==> src/rtl/mem_arb_pkg.sv <==
// Shared types for the unified memory arbiter: FSM states, requester ids
// and the word-alignment helper.
package mem_arb_pkg;

   typedef enum logic [1:0] {
      IDLE   = 2'd0,
      ACCESS = 2'd1,
      RESP   = 2'd2
   } arb_state_t;

   typedef enum logic {
      CORE = 1'b0,
      DBG  = 1'b1
   } req_id_t;

   localparam logic [1:0] ALIGN_MASK = 2'b11;

   function automatic logic is_aligned(input logic [1:0] adr_lsb);
      return (adr_lsb & ALIGN_MASK) == 2'b00;
   endfunction

endpackage

==> src/rtl/rr_arb2.sv <==
// Two-way picker: round-robin against last_grant, or debug-first when
// prio_mode is set. Purely combinational; the parent owns last_grant.
module rr_arb2
   import mem_arb_pkg::*;
(
   input  logic [1:0] req_i,        // bit 0 = core, bit 1 = debug
   input  req_id_t    last_grant_i,
   input  logic       prio_mode_i,
   output req_id_t    gnt_o,
   output logic       valid_o
);

   always_comb begin
      gnt_o   = CORE;
      valid_o = |req_i;
      case (req_i)
         2'b01:   gnt_o = CORE;
         2'b10:   gnt_o = DBG;
         2'b11: begin
            if (prio_mode_i)
               gnt_o = DBG;
            else
               gnt_o = (last_grant_i == CORE) ? DBG : CORE;
         end
         default: gnt_o = CORE;
      endcase
   end

endmodule

==> src/rtl/unified_mem_arbiter.sv <==
// Shares one unified instruction/data memory between the core and a
// debug/loader port: IDLE -> ACCESS -> RESP, one transaction per 3 cycles.
module unified_mem_arbiter
   import mem_arb_pkg::*;
#(
   parameter int AW           = 32,
   parameter int DW           = 32,
   parameter int DBG_PRIORITY = 0
) (
   input  logic          clk,
   input  logic          reset,
   input  logic          core_req,
   input  logic          core_we,
   input  logic [AW-1:0] core_adr,
   input  logic [DW-1:0] core_wd,
   output logic          core_ack,
   output logic [DW-1:0] core_rd,
   output logic          core_err,
   output logic          core_stall,
   input  logic          dbg_req,
   input  logic          dbg_we,
   input  logic [AW-1:0] dbg_adr,
   input  logic [DW-1:0] dbg_wd,
   output logic          dbg_ack,
   output logic [DW-1:0] dbg_rd,
   output logic          dbg_err,
   input  logic          dbg_lock,
   output logic          mem_we,
   output logic [AW-1:0] mem_adr,
   output logic [DW-1:0] mem_wd,
   input  logic [DW-1:0] mem_rd,
   output logic          busy
);

   localparam logic PRIO_MODE = (DBG_PRIORITY != 0);

   arb_state_t    state_q, state_d;
   req_id_t       last_grant_q, last_grant_d;
   req_id_t       id_q, id_d;
   logic          we_q, we_d;
   logic [AW-1:0] adr_q, adr_d;
   logic [DW-1:0] wd_q, wd_d;
   logic [DW-1:0] core_rd_q, core_rd_d, dbg_rd_q, dbg_rd_d;
   logic          core_err_q, core_err_d, dbg_err_q, dbg_err_d;

   logic [1:0]    elig;
   req_id_t       gnt_id;
   logic          gnt_valid;
   logic          aligned;

   // The lock only masks the core at the sampling point; an in-flight core
   // transaction is already latched and runs to completion.
   assign elig    = {dbg_req, core_req & ~dbg_lock};
   assign aligned = is_aligned(adr_q[1:0]);

   rr_arb2 u_arb (
      .req_i        (elig),
      .last_grant_i (last_grant_q),
      .prio_mode_i  (PRIO_MODE),
      .gnt_o        (gnt_id),
      .valid_o      (gnt_valid)
   );

   always_comb begin
      state_d      = state_q;
      last_grant_d = last_grant_q;
      id_d         = id_q;
      we_d         = we_q;
      adr_d        = adr_q;
      wd_d         = wd_q;
      core_rd_d    = core_rd_q;
      core_err_d   = core_err_q;
      dbg_rd_d     = dbg_rd_q;
      dbg_err_d    = dbg_err_q;
      case (state_q)
         IDLE: begin
            if (gnt_valid) begin
               state_d      = ACCESS;
               id_d         = gnt_id;
               last_grant_d = gnt_id;
               we_d         = (gnt_id == DBG) ? dbg_we  : core_we;
               adr_d        = (gnt_id == DBG) ? dbg_adr : core_adr;
               wd_d         = (gnt_id == DBG) ? dbg_wd  : core_wd;
            end
         end
         ACCESS: begin
            state_d = RESP;
            if (id_q == CORE) begin
               core_rd_d  = aligned ? mem_rd : '0;
               core_err_d = ~aligned;
            end else begin
               dbg_rd_d   = aligned ? mem_rd : '0;
               dbg_err_d  = ~aligned;
            end
         end
         RESP:    state_d = IDLE;
         default: state_d = IDLE;
      endcase
   end

   always_ff @(posedge clk or negedge reset) begin
      if (!reset) begin
         state_q      <= IDLE;
         last_grant_q <= DBG;
         id_q         <= CORE;
         we_q         <= 1'b0;
         adr_q        <= '0;
         wd_q         <= '0;
         core_rd_q    <= '0;
         core_err_q   <= 1'b0;
         dbg_rd_q     <= '0;
         dbg_err_q    <= 1'b0;
      end else begin
         state_q      <= state_d;
         last_grant_q <= last_grant_d;
         id_q         <= id_d;
         we_q         <= we_d;
         adr_q        <= adr_d;
         wd_q         <= wd_d;
         core_rd_q    <= core_rd_d;
         core_err_q   <= core_err_d;
         dbg_rd_q     <= dbg_rd_d;
         dbg_err_q    <= dbg_err_d;
      end
   end

   // Acks and mem_we decode straight from state so reset kills them at once.
   assign core_ack   = (state_q == RESP) && (id_q == CORE);
   assign dbg_ack    = (state_q == RESP) && (id_q == DBG);
   assign core_rd    = core_rd_q;
   assign core_err   = core_err_q;
   assign dbg_rd     = dbg_rd_q;
   assign dbg_err    = dbg_err_q;
   assign core_stall = core_req & ~core_ack;
   assign mem_we     = (state_q == ACCESS) & we_q & aligned;
   assign mem_adr    = {adr_q[AW-1:2], 2'b00};
   assign mem_wd     = wd_q;
   assign busy       = (state_q != IDLE);

endmodule

==> config.mk <==
export PLATFORM = sky130hd
export DESIGN_NAME = unified_mem_arbiter
export DESIGN_NICKNAME = d
export VERILOG_FILES = /design/src/rtl/mem_arb_pkg.sv /design/src/rtl/rr_arb2.sv /design/src/rtl/unified_mem_arbiter.sv
export SDC_FILE = /design/constraint.sdc
export NUM_CORES = 1
export LEC_CHECK = 0
export CORE_AREA = 4 4 133 135
export DETAILED_ROUTE_END_ITERATION = 12
export DIE_AREA = 0 0 137 139
export GPL_TIMING_DRIVEN = 0
export PLACE_DENSITY = 0.89
export SLEW_MARGIN = 20
export SYNTH_ARGS = -nofsm -noshare
export SYNTH_HDL_FRONTEND = slang
export SYNTH_SLANG_ARGS = --single-unit
==> constraint.sdc <==
create_clock -name clk -period 2 [get_ports clk]
set_clock_uncertainty 0.2 [all_clocks]
set_input_delay 0.4 -clock clk [delete_from_list [all_inputs] [get_ports clk]]
set_output_delay 0.4 -clock clk [all_outputs]
set_load 0.1 [all_outputs]
* Word level (Yosys, flattened, before mapping)
Cells that the tools add are included.
** Cells by class
- Equality and inequality tests :: 5
- Muxes and demuxes :: 8
- Bitwise operators :: 8
- Reductions and logical operators :: 9
** Operators with widths (count)
- 32-bit two-way mux :: 3
- 2-bit == test, second input constant :: 3
- 2-bit AND reduction :: 3
- 1-bit bitwise AND :: 4
- 2-bit logical NOT :: 2
- 1-bit NOT :: 4
- 2-bit one-hot mux with 2 select lines :: 1
- 2-bit by 1-bit == test with 1-bit output, second input constant :: 1
- 1-bit logical AND :: 2
- 1-bit two-way mux :: 2
- 2-bit two-way mux :: 1
- 2-bit != test, second input constant :: 1
- 1-bit one-hot mux with 2 select lines :: 1
- 2-bit nonzero test :: 1
- 2-bit OR reduction :: 1
** Storage, ports and cells
- Register bits after elaboration :: 135
- Input port bits :: 167
- Output and inout bits :: 135
- Logic and storage cells :: 40

* Logic depth before layout (Yosys ltp)
- Depth after elaboration :: 5
- Gate-level depth with buffers :: 7
- Gate-level depth less buffers :: 4

* Cells and area by module
A second synthesis with hierarchy kept.
** Unflattened totals
- Cell total of the unflattened synthesis :: 442
- Area total of the unflattened synthesis :: 6513.7 µm²
** Modules (own cells, without submodules)
- unified_mem_arbiter :: instances 1, cells each 439, area each 6496.2 µm², sequential area each 3379.5 µm²
- rr_arb2 :: instances 1, cells each 3, area each 17.5 µm², sequential area each 0.0 µm²

* Worst setup path before layout
No wires, ideal clock.
- Path type :: reg2out
- From :: reg id_q
- To :: out core_stall
- Arrival time :: 3.996 ns
- Required time :: 1.400 ns
- Slack :: -2.596 ns
- Stages on the path, launching flop included :: 3
- Buffers on the path :: 0
- Cell sequence :: dfrtp_1 -> nor3b_1 -> nor2b_1
** On the way
- Longest elaborated chain between the ends :: 4
** RTL lines
- start, declared :: RTL line unified_mem_arbiter.sv:39 : req_id_t id_q, id_d;
- start signal, assigned :: RTL line unified_mem_arbiter.sv:116 : id_q <= id_d;
- 1-bit NOT (no source line)
- 1-bit logical AND :: RTL line unified_mem_arbiter.sv:128 : assign core_ack = (state_q == RESP) && (id_q == CORE);
- net core_ack :: RTL line unified_mem_arbiter.sv:16 : output logic core_ack,
- 1-bit NOT :: RTL line unified_mem_arbiter.sv:134 : assign core_stall = core_req & ~core_ack;
- 1-bit bitwise AND :: RTL line unified_mem_arbiter.sv:134
- end, declared :: RTL line unified_mem_arbiter.sv:19 : output logic core_stall,
The timed path passes the listed nets, and every way through them passes these cells.

* Worst setup path in the final report
- From :: reg adr_q[1]
- To :: out mem_we
** On the way
- Longest elaborated chain between the ends :: 2
** RTL lines
- start, declared :: RTL line unified_mem_arbiter.sv:41 : logic [AW-1:0] adr_q, adr_d;
- start signal, assigned :: RTL line unified_mem_arbiter.sv:118 : adr_q <= adr_d;
- 2-bit logical NOT :: RTL line mem_arb_pkg.sv:19 : return (adr_lsb & ALIGN_MASK) == 2'b00;
- 1-bit bitwise AND :: RTL line unified_mem_arbiter.sv:135 : assign mem_we = (state_q == ACCESS) & we_q & aligned;
- end, declared :: RTL line unified_mem_arbiter.sv:28 : output logic mem_we,
No other way between the ends.

==> run metrics <==
Setup TNS Final=-287.1 ps; mux contribution to synthesized area=0%; Post-Syn Area=6950 um^2; commonest cells after routing, fill and taps aside=clkdlybuf4s50_1 (165), dfrtp_1 (132), o21ai_0 (126); setup ws final=-113.1 ps; DRC=0; cell family with most CP delay=flip-flops; Setup-failing EPs final=5; Fin. Hold Viols=0; clk sinks=~140; placed cells=about 1200; max-slew violations=0; Tmin final=2113 ps; CTS tree=built; routed vias/inst=5.508; CP max stage delay=410 ps; slowest CP cell=dfrtp_1; Buf+Inv Stages, Crit Path=2; YS warnings=0; Routed Antenna Nets=0; area delta synth->final=61.19%; count of cell types in the netlist=29; combinational family with the most area after synthesis=compound AO/OA/AOI/OAI gates; Post-Synth Simple-Gate Area=between 10% and 20%; RSZ-0062 raised after global routing=yes; Worst EP required=approximately 1400 ps; Adder-Cell Fraction of Synth Area=0%; critical hold path startpoint=dbg_rd[18]; total gr overflow=0; total number of vias=approximately 6900; Hold Crit Depth=2; Die Span Y=between 100 and 150 um; Critical Path AT=1510 ps; Yosys reg bits=approximately 140; deepest clock path buffer count=2; initial antenna violation count=1; Rows=between 40 and 50; # fillers=around 1200; worst slack, placed=-1527 ps; Starting Density=a little over two fifths; outcome=finished with violations; Crit. End Element=primary output; Post-Synth XOR/XNOR Area=0%; share of cells above drive strength 1=between 30% and 40%; number of max-cap violations=0; largest net degree at the start of global routing=between 70 and 80; # nets final=1181; CP startpoint kind=register; total track usage=26.34%; Ports=between 300 and 400; Pre-antenna DRT Iters=5; most common cell after layout, fill and taps aside=clkdlybuf4s50_1; WS Path Type=register to primary output; Routed WL=about 26000 um; Syn Inst Count=around 700; Reg clk slew, reported paths=about 70 ps; vias in the first global route=slightly above 7000; wire length per cell=roughly 20 um; Antenna Cells=0; CORE AREA=16470 um^2; # port buffers=around 300; Num CTS Buffers=17; first-pass GRT wire length=~39000 um; register area share after synthesis=48.62%; Root Buffer=clkbuf_16; WHS Endpoint=dbg_rd[18]; H-tree depth=4; Worst-Skew Late Latency=roughly 420 ps; HPWL Detailed=18380 um; Final Core Density=just under 70%; failing checks=setup timing; fin cells=roughly 1200; Period Utilization, post-route=105.7%; Min-Delay Path Class=register to register; Die Area=around 19000 um^2; compound-cell area share of the yosys netlist=~30%; GP Congestion=slightly below 0.9; Reg2Reg Depth=6; RR Startpoint=state_q[1]; measured slew at the worst slew-check pin=just under 600 ps; crit path max fanout=2; critical-path cell list=nor2_4 > buf_8 > and3_4 > buf_12; fmax=about 470 MHz; Reg2Reg Setup Slack=-10 ps; Die W=137 um; Post-Syn Area per Cell=10.16 um^2; headroom to the max-slew limit=around 61%; reg2reg end=mem_wd[19]; Starting DRT DRC Count=256
==> logic make-up (layout without fill, tap and decap cells) <==
kind of cell	Yosys count	in the layout
compound gates	264	264
buf+inv	108	450
flops	135	135
other cells	1	2
simple gates	176	176
==> synthesized netlist by cell type, drive strengths merged <==
cell | count | area, um^2
nand3b | 2 | 15.01
a221oi | 65 | 569.3
nor2b | 2 | 12.51
nor3b | 1 | 7.510
inv | 1 | 3.750
conb | 1 | 3.750
and2 | 65 | 406.6
a2bb2oi | 65 | 819.5
or2 | 1 | 6.260
nor2 | 1 | 3.750
nand2b | 1 | 6.260
nand2 | 99 | 371.6
o21ai | 131 | 655.6
buf | 54 | 431.7
or3b | 1 | 8.760
and3 | 1 | 6.260
dfstp | 1 | 26.28
clkinv | 1 | 5.000
and3b | 2 | 17.52
a21o | 1 | 7.510
dfrtp | 134 | 3353
clkbuf | 52 | 195.2
o2bb2ai | 2 | 17.52
==> final cells by class <==
class,count,area [um^2],share of cell area [%]
plain buffers,104,689.4,6.154
clock buffers,18,439.2,3.920
clock inverters,14,160.2,1.430
inverters,2,8.758,0.07818
multi-input cells,442,3152,28.13
flip-flops and latches,135,3382,30.19
well taps,220,275.3,2.457
repair buffers,312,3097,27.64
==> flip-flops by register name, indices dropped and copies added (netlist names) <==
signal / cells
adr_q: 32
core_err: 1
mem_wd: 32
id_q: 1
last_grant_q: 1
we_q: 1
state_q: 2
dbg_rd: 32
core_rd: 32
dbg_err: 1
==> how the worst max path moves through the flow <==
stage                    start          to  cells after the start  slack [ps]
finish                adr_q[1]      mem_we                      4        -110
floorplan           state_q[0]  core_stall                      2        -270
global placement         reset   adr_q[22]                      1       -5110
CTS                   adr_q[0]      mem_we                      4        -250
detailed placement    adr_q[1]      mem_we                      4       -1530
global route          adr_q[1]      mem_we                      4        -150
==> worst reg2reg max path, stage by stage, from the launching register on <==
cell       delay, ps
dfrtp_2          450
or2_4            260
buf_4            170
buf_6            150
buf_2            200
a221oi_1         360
a2bb2oi_2        100
==> timing repair <==
| item | 4_1_cts | 5_1_grt |
|---|---|---|
| gates resized for setup | 520 | 102 |
| buffers inserted | 8 | 3 |
| pin swaps | 3 | 2 |
| endpoints found under the hold margin | 56 | 0 |
| hold buffers | 1 | 0 |
| endpoints found under the setup margin | 222 | 100 |
==> per-layer routing <==
metal	global-route usage [%]	vias to the layer above	wire length, um
li1	-	3111	-
met1	31.11	3355	9604
met2	44.23	340	12760
met3	8.309	60	2386
met4	10.50	2	826
met5	0	-	19
==> through the flow <==
step                cell area [um^2]  hold slack, ps
floorplan                       6979          -95.59
CTS                            11020           283.1
detailed placement             10280           165.5
global route                   11200           299.7
finish                         11200           277.6
global placement               10250           261.1
Power is left out: the tool's default activity adds up to more than one toggle a clock period on the data nets, which glitch-free logic cannot reach.
